$ cat src/rtl/spi_reg_writer.sv
// spi_reg_writer: SPI mode-0 target that writes 16-bit frames
// {R/W, addr[6:0], data[7:0]} into a small bank of 8-bit control registers.
// The SPI pins are sampled by the system clock through synchronizers.
// Every write that is committed produces a one-cycle wr_strobe.
// Every frame that is discarded produces a one-cycle err_strobe.
module spi_reg_writer #(
   parameter int SYNC_STAGES = 2,
   parameter int NUM_REGS    = 5
) (
   input  logic       clk,
   input  logic       rst,
   input  logic       sclk,
   input  logic       copi,
   input  logic       ncs,
   output logic [7:0] en_reg_out_7_0,
   output logic [7:0] en_reg_out_15_8,
   output logic [7:0] en_reg_pwm_7_0,
   output logic [7:0] en_reg_pwm_15_8,
   output logic [7:0] pwm_duty_cycle,
   output logic       wr_strobe,
   output logic       err_strobe
);

   typedef enum logic [1:0] {WAIT_HIGH, IDLE, SHIFT, COMMIT} state_t;

   state_t state_reg, state_next;

   logic [SYNC_STAGES-1:0] sclk_sync_reg, copi_sync_reg, ncs_sync_reg;
   logic [SYNC_STAGES:0]   prime_reg;
   logic                   sclk_prev_reg, ncs_prev_reg;
   logic                   sclk_s, copi_s, ncs_s;
   logic                   sclk_rise, ncs_rise, ncs_fall;

   logic [15:0] shift_reg;
   logic [4:0]  count_reg;
   logic [6:0]  frame_addr;
   logic [7:0]  frame_data;
   logic        addr_ok;

   logic        clear_en, shift_en, commit_wr, commit_err;

   logic [7:0]  regs_reg [NUM_REGS];
   logic [7:0]  reg_view [5];

   // Input synchronizers. The ncs flops reset high so that the chip select reads as deselected.
   always_ff @(posedge clk or posedge rst) begin
      if (rst) begin
         sclk_sync_reg <= '0;
         copi_sync_reg <= '0;
         ncs_sync_reg  <= '1;
      end else begin
         sclk_sync_reg <= {sclk_sync_reg[SYNC_STAGES-2:0], sclk};
         copi_sync_reg <= {copi_sync_reg[SYNC_STAGES-2:0], copi};
         ncs_sync_reg  <= {ncs_sync_reg[SYNC_STAGES-2:0], ncs};
      end
   end

   assign sclk_s = sclk_sync_reg[SYNC_STAGES-1];
   assign copi_s = copi_sync_reg[SYNC_STAGES-1];
   assign ncs_s  = ncs_sync_reg[SYNC_STAGES-1];

   // Previous-cycle copies for edge detection, plus a fill marker for the synchronizer chain.
   // The ncs chain holds its reset value of 1 until real samples reach the end of the chain.
   // WAIT_HIGH therefore waits for prime_reg to fill. Otherwise a chip select held low through
   // reset would look high for a moment and then show a false falling edge.
   always_ff @(posedge clk or posedge rst) begin
      if (rst) begin
         sclk_prev_reg <= 1'b0;
         ncs_prev_reg  <= 1'b1;
         prime_reg     <= '0;
      end else begin
         sclk_prev_reg <= sclk_s;
         ncs_prev_reg  <= ncs_s;
         prime_reg     <= {prime_reg[SYNC_STAGES-1:0], 1'b1};
      end
   end

   assign sclk_rise = sclk_s & ~sclk_prev_reg;
   assign ncs_rise  = ncs_s & ~ncs_prev_reg;
   assign ncs_fall  = ~ncs_s & ncs_prev_reg;

   assign frame_addr = shift_reg[14:8];
   assign frame_data = shift_reg[7:0];
   assign addr_ok    = ({25'd0, frame_addr} < 32'(NUM_REGS));

   // FSM state register.
   always_ff @(posedge clk or posedge rst) begin
      if (rst) state_reg <= WAIT_HIGH;
      else     state_reg <= state_next;
   end

   // FSM next-state logic.
   always_comb begin
      state_next = state_reg;
      case (state_reg)
         WAIT_HIGH: if (prime_reg[SYNC_STAGES] && ncs_s) state_next = IDLE;
         IDLE:      if (ncs_fall) state_next = SHIFT;
         SHIFT:     if (ncs_rise) state_next = COMMIT;
         COMMIT:    state_next = IDLE;
         default:   state_next = WAIT_HIGH;
      endcase
   end

   // FSM output decode. In SHIFT an ncs rise takes priority over an sclk rise.
   // A complete read frame is dropped without any strobe.
   always_comb begin
      clear_en   = 1'b0;
      shift_en   = 1'b0;
      commit_wr  = 1'b0;
      commit_err = 1'b0;
      case (state_reg)
         IDLE:    clear_en = ncs_fall;
         SHIFT:   shift_en = sclk_rise & ~ncs_rise & ~ncs_s;
         COMMIT: begin
            if (count_reg != 5'd16)
               commit_err = 1'b1;
            else if (shift_reg[15] && addr_ok)
               commit_wr = 1'b1;
            else if (shift_reg[15])
               commit_err = 1'b1;
         end
         default: ;
      endcase
   end

   // Frame shift register and bit counter. The counter saturates so that overlong frames stay invalid.
   always_ff @(posedge clk or posedge rst) begin
      if (rst) begin
         shift_reg <= '0;
         count_reg <= '0;
      end else if (clear_en) begin
         shift_reg <= '0;
         count_reg <= '0;
      end else if (shift_en) begin
         shift_reg <= {shift_reg[14:0], copi_s};
         if (count_reg != 5'd31) count_reg <= count_reg + 5'd1;
      end
   end

   // Register bank and strobes. Both update on the edge that ends COMMIT.
   always_ff @(posedge clk or posedge rst) begin
      if (rst) begin
         wr_strobe  <= 1'b0;
         err_strobe <= 1'b0;
         for (int i = 0; i < NUM_REGS; i++) regs_reg[i] <= 8'h00;
      end else begin
         wr_strobe  <= commit_wr;
         err_strobe <= commit_err;
         for (int i = 0; i < NUM_REGS; i++) begin
            if (commit_wr && frame_addr == 7'(i)) regs_reg[i] <= frame_data;
         end
      end
   end

   // Map the bank onto the five named outputs. Addresses beyond NUM_REGS read as zero.
   genvar gi;
   generate
      for (gi = 0; gi < 5; gi++) begin : g_view
         if (gi < NUM_REGS) begin : g_live
            assign reg_view[gi] = regs_reg[gi];
         end else begin : g_zero
            assign reg_view[gi] = 8'h00;
         end
      end
   endgenerate

   assign en_reg_out_7_0  = reg_view[0];
   assign en_reg_out_15_8 = reg_view[1];
   assign en_reg_pwm_7_0  = reg_view[2];
   assign en_reg_pwm_15_8 = reg_view[3];
   assign pwm_duty_cycle  = reg_view[4];

endmodule

$ cat config.mk
export PLATFORM = sky130hd
export DESIGN_NAME = spi_reg_writer
export DESIGN_NICKNAME = d
export VERILOG_FILES = /design/src/rtl/spi_reg_writer.sv
export SDC_FILE = /design/constraint.sdc
export NUM_CORES = 1
export LEC_CHECK = 0
export BUFFER_PORTS_ARGS = -buffer_cell sky130_fd_sc_hd__buf_4
export CAP_MARGIN = 20
export CORE_MARGIN = 1.5
export CORE_UTILIZATION = 25
export DETAILED_ROUTE_END_ITERATION = 6
export SLEW_MARGIN = 5
export SYNTH_ARGS = -nofsm -noshare
export SYNTH_HDL_FRONTEND = slang
export SYNTH_SLANG_ARGS = --single-unit
$ cat constraint.sdc
create_clock -name clk -period 2.3 [get_ports clk]
set_input_delay 0.345 -clock clk [delete_from_list [all_inputs] [get_ports clk]]
set_output_delay 0.345 -clock clk [all_outputs]
set_load 0.03 [all_outputs]
**After elaboration in Yosys (flattened, before gate mapping)**

Index checks and enable logic that the tools add are counted.
W data, S select, Z words.

- Flip-flop bits (word level): 76
- Bits in latches: 0
- RAM bits: 0
- Memory bits (read-only): 0
- Word-level logic and storage cells: 70
- Memories kept: 0

- $add $sub $neg: 1
- Multiply operators: 0
- Divide/modulo/power cells: 0
- Order comparisons: 1
- Eq/ne operators: 12
- Shift operators: 0
- Multiplexer cells: 18
- Bitwise logic cells: 9
- Reductions and logical operators: 13

Operators with widths:

| kind | number |
|---|---|
| $mux W16 | 2 |
| $mux W5 | 3 |
| $eq A7 B2 Y1 const B | 2 |
| $ne A5 B5 Y1 const B | 2 |
| $mux W1 | 9 |
| $pmux W2 S4 | 1 |
| $eq A7 B1 Y1 const B | 1 |
| $eq A7 B3 Y1 const B | 1 |
| $logic_and A1 B1 Y1 | 7 |
| $logic_not A7 Y1 | 1 |
| $lt A7 B3 Y1 const B | 1 |
| $mux W2 | 3 |
| $ne A2 B2 Y1 const B | 3 |
| $add A5 B1 Y5 const B | 1 |
| $and A1 B1 Y1 | 5 |
| $eq A2 B2 Y1 const B | 2 |
| $not A1 Y1 | 4 |
| $reduce_bool A2 Y1 | 2 |
| $reduce_and A3 Y1 | 1 |
| $eq A2 B1 Y1 const B | 1 |
| $logic_not A2 Y1 | 1 |
| $reduce_and A2 Y1 | 1 |

**Longest topological paths before layout**

Gate-level depths: netlist (run 1).

- Depth in word-level cells: 8
- Gate-level depth with buffers: 8

**Worst setup path before layout (run 1)**

Ideal clock, no wire load.

- Kind: flip-flop to flip-flop
- From: register count_reg[0]
- To: register regs_reg, in the netlist en_reg_out_7_0[0]
- Library setup time: 0.125 ns
- Arrival: 1.588 ns
- Data required time: 2.175 ns
- Setup slack: 0.587 ns
- Cell stages (with the launch flop): 9
- Buffers on the path: 2
- Period minus slack after synthesis: 1.713 ns
- Cells stage by stage: dfrtp_1 -> inv_1 -> ha_1 -> and4bb_1 -> buf_4 -> nand2_2 -> nand4bb_1 -> buf_6 -> mux2_4

- Longest elaborated chain between the ends: 4

Ends and longest elaborated chain:

| what | RTL line | source |
|---|---|---|
| start, declared | 35 | `logic [4:0] count_reg;` |
| start signal, assigned | 136 | `if (count_reg != 5'd31) count_reg <= count_reg + 5'd1;` |
| $ne A5 B5 Y1 | 115 | `if (count_reg != 5'd16)` |
| $mux W1 | 115 |  |
| $mux W1 | 111 | `case (state_reg)` |
| $logic_and A1 B1 Y1 | 150 | `if (commit_wr && frame_addr == 7'(i)) regs_reg[i] <= frame_data;` |
| end signal, assigned by index | 150 |  |
| end, declared | 42 | `logic [7:0] regs_reg [NUM_REGS];` |

Every way passes these cells.
A chain may end at the register's enable or synchronous reset.

**Worst setup path in the final report (run 1)**

- From: register count_reg[0]
- To: register regs_reg, in the netlist en_reg_out_7_0[1]

Same word-level chain as after synthesis.

==> results of run 1 <==
stage by stage:
stage / cell area [µm²] / utilization
final: 3980 / 0.330
after global placement: 3660 / 0.304
after global routing: 3980 / 0.330
after floorplan: 3090 / -
after detailed placement: 3660 / 0.304
after CTS: 3980 / 0.330
where the power goes:
group / switching (mW) / total, mW / internal [mW] / leakage [nW]
logic: 0.171 / 0.298 / 0.127 / 0.783
clock network: 0.523 / 1.45 / 0.929 / 0.156
registers: 0.0589 / 1.46 / 1.40 / 1.03
total: 0.753 / 3.21 / 2.45 / 1.96
cells in the mapped netlist, drive strengths merged, types with 3 or more instances:
| master | number | area [µm²] |
|---|---|---|
| a21oi | 18 | 90.1 |
| nor2 | 9 | 41.3 |
| dfrtp | 73 | 1830 |
| clkbuf | 4 | 15.0 |
| nand4 | 3 | 37.5 |
| mux2 | 41 | 492 |
| buf | 5 | 33.8 |
| dfstp | 3 | 78.8 |
| nor3b | 4 | 30.0 |
| inv | 7 | 26.3 |
| xnor2 | 3 | 26.3 |
| ha | 8 | 100 |
| nand2 | 38 | 145 |
| o21ai | 4 | 20.0 |
kinds of logic (layout without fill, tap and decap cells):
logic type / after synthesis / in the layout / synth area share
buffers and inverters: 16 / 74 / 0.0243
adder cells (fa/ha/maj): 8 / 8 / 0.0324
AND/OR/NAND/NOR: 64 / 64 / 0.112
other: 1 / 1 / 0.00121
XOR/XNOR: 3 / 3 / 0.00850
AO/OA/AOI/OAI: 25 / 25 / 0.0429
multiplexers: 42 / 42 / 0.162
flip-flops: 76 / 76 / 0.616
layer usage:
| metal | share of wire | wire length (µm) |
|---|---|---|
| met1 | 0.49 | 3120 |
| met3 | 0.039 | 247 |
| met2 | 0.44 | 2800 |
| met4 | 0.026 | 167 |
| met5 | 0 | 0 |
worst min-delay path by stage:
stage	startpoint	endpoint	slack, ns	cells past startpoint
after global routing	rst	state_reg[1]	0.05	2
after detailed placement	prime_reg[0]	prime_reg[1]	0.34	0
after CTS	rst	state_reg[1]	0.03	2
final	rst	state_reg[1]	0.02	2
after floorplan	copi_sync_reg[0]	copi_sync_reg[1]	0.33	0
after global placement	prime_reg[1]	prime_reg[2]	0.33	0
layout make-up:
cell class	count	share of cell area
inverters	7	0.00661
multi-input cells	143	0.283
clock inverters	3	0.0110
flip-flops and latches	76	0.479
clock buffers	13	0.0680
well taps	168	0.0529
repair buffers	51	0.0995
==> reports/results.ini, run 1 <==
[outcome]
status=finished, final reports clean

[finish]
num-fill-cells=1211
ff_latch_area_um2=1910
layout_commonest_cell=dfrtp_1
largest_reg_flops=16
insertedDiodeCount=0
areaGrowthSynthToFinish_pct=28.5
drive_gt1_frac=0.406
nNetsFinal=301
layout_common_cells=dfrtp_1, buf_4, nand2_1, mux2_2, a21oi_1
finalNonFillerCells=461
multi_input_area_um2=1120

[yosys]
ys.flop_type=dfrtp_1
synth_warnings=0
synth_seq_cells=76
ys_types=32
syn_inst=235
async_reset_ff_frac=1.00
synth-edff-count=0
syn-num-nets=248
netlist_area_um2=3090
ys_seq_area_frac=0.616
avgSynthCellArea_um2=13.2

[setup_path]
crit_end=en_reg_out_7_0[1]
critPathRequiredTime_ns=2.52
reg2reg_slack_ns=0.39
crit_family=simple AND/OR/NAND/NOR gates
crit_chain=inv_1 > ha_1 > and4bb_1 > nand2_2 > nand4bb_1 > buf_4 > mux2_4
worstRegToRegCells=7
regToRegStartpoint=count_reg[0]
endpoint_kind=flop
cp_data_arrival_time_ns=2.13
crit_fanout=8
max_stage_delay_ns=0.42
cp.depth=7
r2r-end=en_reg_out_7_0[1]
crit_buf_inv=2
crit_slowest_cell=dfrtp_1
startpoint=count_reg[0]
worstSetupPathType=reg2reg
crit_path_start_kind=flop

[global_route]
grt_remaining_overflow=0
met1_usage=0.142
met3_usage=0.0222
grt_util_all_layers=0.104
antenna_found_initial=0
grt_max_degree=59
grt_busiest_layer=met2
gr-usage-met2=0.148
grt_first_pass_wirelength_um=10000
grt_pass1_vias=1872

[place]
gp_congestion=0.714
place_inst=445
io_buffers=46
dp_hpwl_um=4200
post-place-ws_ns=0.387

[drt]
wirelength_um=6330
antenna_left=0
dr.first_iter.drc_count=137
vias=1930
route.detailed.drc=0
wire_per_inst_um=13.7
via_per_inst=4.19
dr.pass1.iters=6

[clock_tree]
post-cts-setup-buffers=0
worstSkewPairLatency_ns=0.33
tritoncts=yes
cts_inserted_buffers=9
clock_path_buffers=2
htreeDepth=3
root_buffer=clkbuf_16
cts-resized-gates=0
cts.sinks=76
cts_hold_buf=0
clkSlewWorstSetupHoldPaths_ns=0.06

[floorplanning]
die-area_um2=13000
ios=47
die_x_um=114
start_util=0.256
core_um2=12100
die_h_um=114
rows=40

[timing]
rsz0062_at_grt=false
timing.fmax_mhz=524
post-route-period-util=0.830
finalWorstSetupSlack_ns=0.391
final-setup-viol-count=0
finalMaxSlewViolations=0
hold_ws_ns=0.0245
fin_skew_ns=0.00564
hold_viol=0
period_minus_slack_ns=1.91
finalSetupTns_ns=0

[power]
power_density_nw_per_um2=807
p_total_mw=3.21
peakVddDrop_mv=0.487
power.leakage_nw=1.96

[run]
drv_cap=0

[hold_path]
min_path_type=in2async

Note: power is estimated with default switching activity, not from simulation.
==> run 2, diff against run 1 <==
Clock period 2.3 ns to 1.6 ns, I/O delays scaled along.
==> run 2 against run 1 <==
  * Die area stayed put
  * Non-clock buffer count increased by 27
  * Combinational power rose to 2.6 times the previous value
  * Maximum frequency up 12%
  * The run now ends with setup timing left
  * Critical path depth up 1
  * Routed wire length grew 11%
  * Sequential cell count unchanged
==> reports/results.ini, run 2 (synthesis results as in run 1) <==
[global_route]
grt_first_pass_wirelength_um=11300  ; +13%
grt_busiest_layer=met1
grt_max_degree=54  ; -8.5%
met3_usage=0.0270  ; +0.00476
met1_usage=0.167  ; +0.0255
antenna_found_initial=0  ; unchanged
grt_util_all_layers=0.114  ; +0.0106
grt_pass1_vias=2075  ; +11%
gr-usage-met2=0.164  ; +0.0165
grt_remaining_overflow=0  ; unchanged

[setup_path]
worstSetupPathType=reg2reg
reg2reg_slack_ns=-0.10  ; -0.49 ns
worst_path_most_repeated_cell=buf_12
crit_fanout=8  ; unchanged
endpoint_kind=flop
crit_buf_inv=3  ; +1
critPathRequiredTime_ns=1.81  ; -0.71 ns
cp_data_arrival_time_ns=1.91  ; -0.22 ns
crit_path_start_kind=flop
max_stage_delay_ns=0.38  ; -0.04 ns
crit_chain=inv_2 > ha_4 > and4bb_2 > nand2_4 > buf_12 > nor2_4 > buf_12 > mux2_4
crit_slowest_cell=dfrtp_1
crit_family=simple AND/OR/NAND/NOR gates

[finish]
areaGrowthSynthToFinish_pct=43.1
layout_commonest_cell=dfrtp_1
insertedDiodeCount=0  ; unchanged
layout_common_cells=dfrtp_1, buf_4, nand2_1, mux2_2
drive_gt1_frac=0.502  ; +0.0954
largest_reg_flops=16  ; unchanged
nNetsFinal=328  ; +9.0%
fin_area_um2=4430  ; +11%
finalNonFillerCells=487  ; +5.6%
final_core_util=0.367  ; +0.0374

[floorplanning]
die_x_um=114  ; unchanged
core_um2=12100  ; unchanged
ios=47  ; unchanged
rows=40  ; unchanged
start_util=0.256  ; unchanged
die-area_um2=13000  ; unchanged
die_h_um=114  ; unchanged

[drt]
vias=2059  ; +6.7%
dr.first_iter.drc_count=118  ; -14%
via_per_inst=4.23  ; +0.99%
antenna_left=0  ; unchanged
dr.pass1.iters=4  ; -2
wirelength_um=7040  ; +11%
wire_per_inst_um=14.5  ; +5.3%
route.detailed.drc=0  ; unchanged

[power]
power_density_nw_per_um2=1090  ; +36%
pwr-share-seq=0.429  ; -0.025
power.internal_mw=3.62  ; +47%
pwr-share-comb=0.159  ; +0.066
switching_power_mw=1.22  ; +63%
peakVddDrop_mv=0.517  ; +6.3%
power.leakage_nw=2.15  ; +9.5%
p_clk_frac=0.412  ; -0.041
p_total_mw=4.84  ; +51%
switching_share=0.253  ; +0.0182

[place]
dpl-instance-area_um2=3910  ; +6.9%
io_buffers=46  ; unchanged
post-place-ws_ns=-0.114  ; -0.501 ns
place_inst=468  ; +5.2%
gp_congestion=0.772  ; +8.1%
dp_hpwl_um=4630  ; +10%

[clock_tree]
worstSkewPairLatency_ns=0.32  ; about the same
htreeDepth=3  ; unchanged
cts_inserted_buffers=9  ; unchanged
clock_path_buffers=2  ; unchanged
root_buffer=clkbuf_16
clkSlewWorstSetupHoldPaths_ns=0.06  ; about the same
tritoncts=yes
cts.sinks=76  ; unchanged

[timing]
rsz0062_at_grt=true
timing.fmax_mhz=587  ; +12%
finalMaxSlewViolations=0  ; unchanged
final-setup-viol-count=41  ; +41
period_minus_slack_ns=1.70  ; -0.206 ns
hold_ws_ns=0.0182  ; -0.00630 ns
finalSetupTns_ns=-2.83  ; -2.83 ns
finalWorstSetupSlack_ns=-0.103  ; -0.494 ns
fin_skew_ns=0.00502  ; -0.000620 ns
post-route-period-util=1.06  ; +0.234
hold_viol=0  ; unchanged

[outcome]
status=finished with violations
violations=setup timing

[run]
drv_cap=0  ; unchanged

[hold_path]
min_path_type=in2reg

[run 2: power by group through the flow]
stage	logic [mW]	clock network [mW]	registers (mW)
after floorplan	0.294	0	2.13
after CTS	0.674	2.04	2.08
final	0.769	1.99	2.08
after detailed placement	0.583	0	2.11
after global placement	0.564	0	2.10
after global routing	0.861	2.13	2.09
[run 2: area by class of cell]
| cell class | count | area, µm² |
|---|---|---|
| repair buffers | 78 | 697 |
| multi-input cells | 143 | 1290 |
| clock buffers | 10 | 229 |
| clock inverters | 5 | 61.3 |
| flip-flops and latches | 76 | 1910 |
| inverters | 7 | 32.5 |
| well taps | 168 | 210 |
| fillers | 1193 | 7630 |
[run 2: path summary, 6_finish.rpt]
kind	startpoint	end	depth (start not counted)
max	count_reg[1]	pwm_duty_cycle[6]	8
min	sclk	sclk_sync_reg[0]	1
max reg2reg	count_reg[1]	pwm_duty_cycle[6]	8
min reg2reg	sclk_sync_reg[0]	sclk_sync_reg[1]	0
max in group asynchronous	rst	shift_reg[0]	4
min in group asynchronous	rst	count_reg[3]	4
[run 2: what timing repair did]
action | in CTS | in global routing
buffers inserted | 1 | 2
gates resized for setup | 24 | 26
pin swaps | 2 | 7
endpoints found under the setup margin | 62 | 63
cloned | 1 | 0
hold endpoints to repair | 20 | 0
hold buffers | 1 | 0
[run 2: per-layer routing]
| layer | wire length [µm] | part of all wire | up-vias |
|---|---|---|---|
| met5 | 0 | 0 | - |
| met4 | 106 | 0.015 | 0 |
| met3 | 267 | 0.038 | 6 |
| met2 | 3100 | 0.44 | 36 |
| met1 | 3560 | 0.51 | 1048 |
| li1 | - | - | 969 |
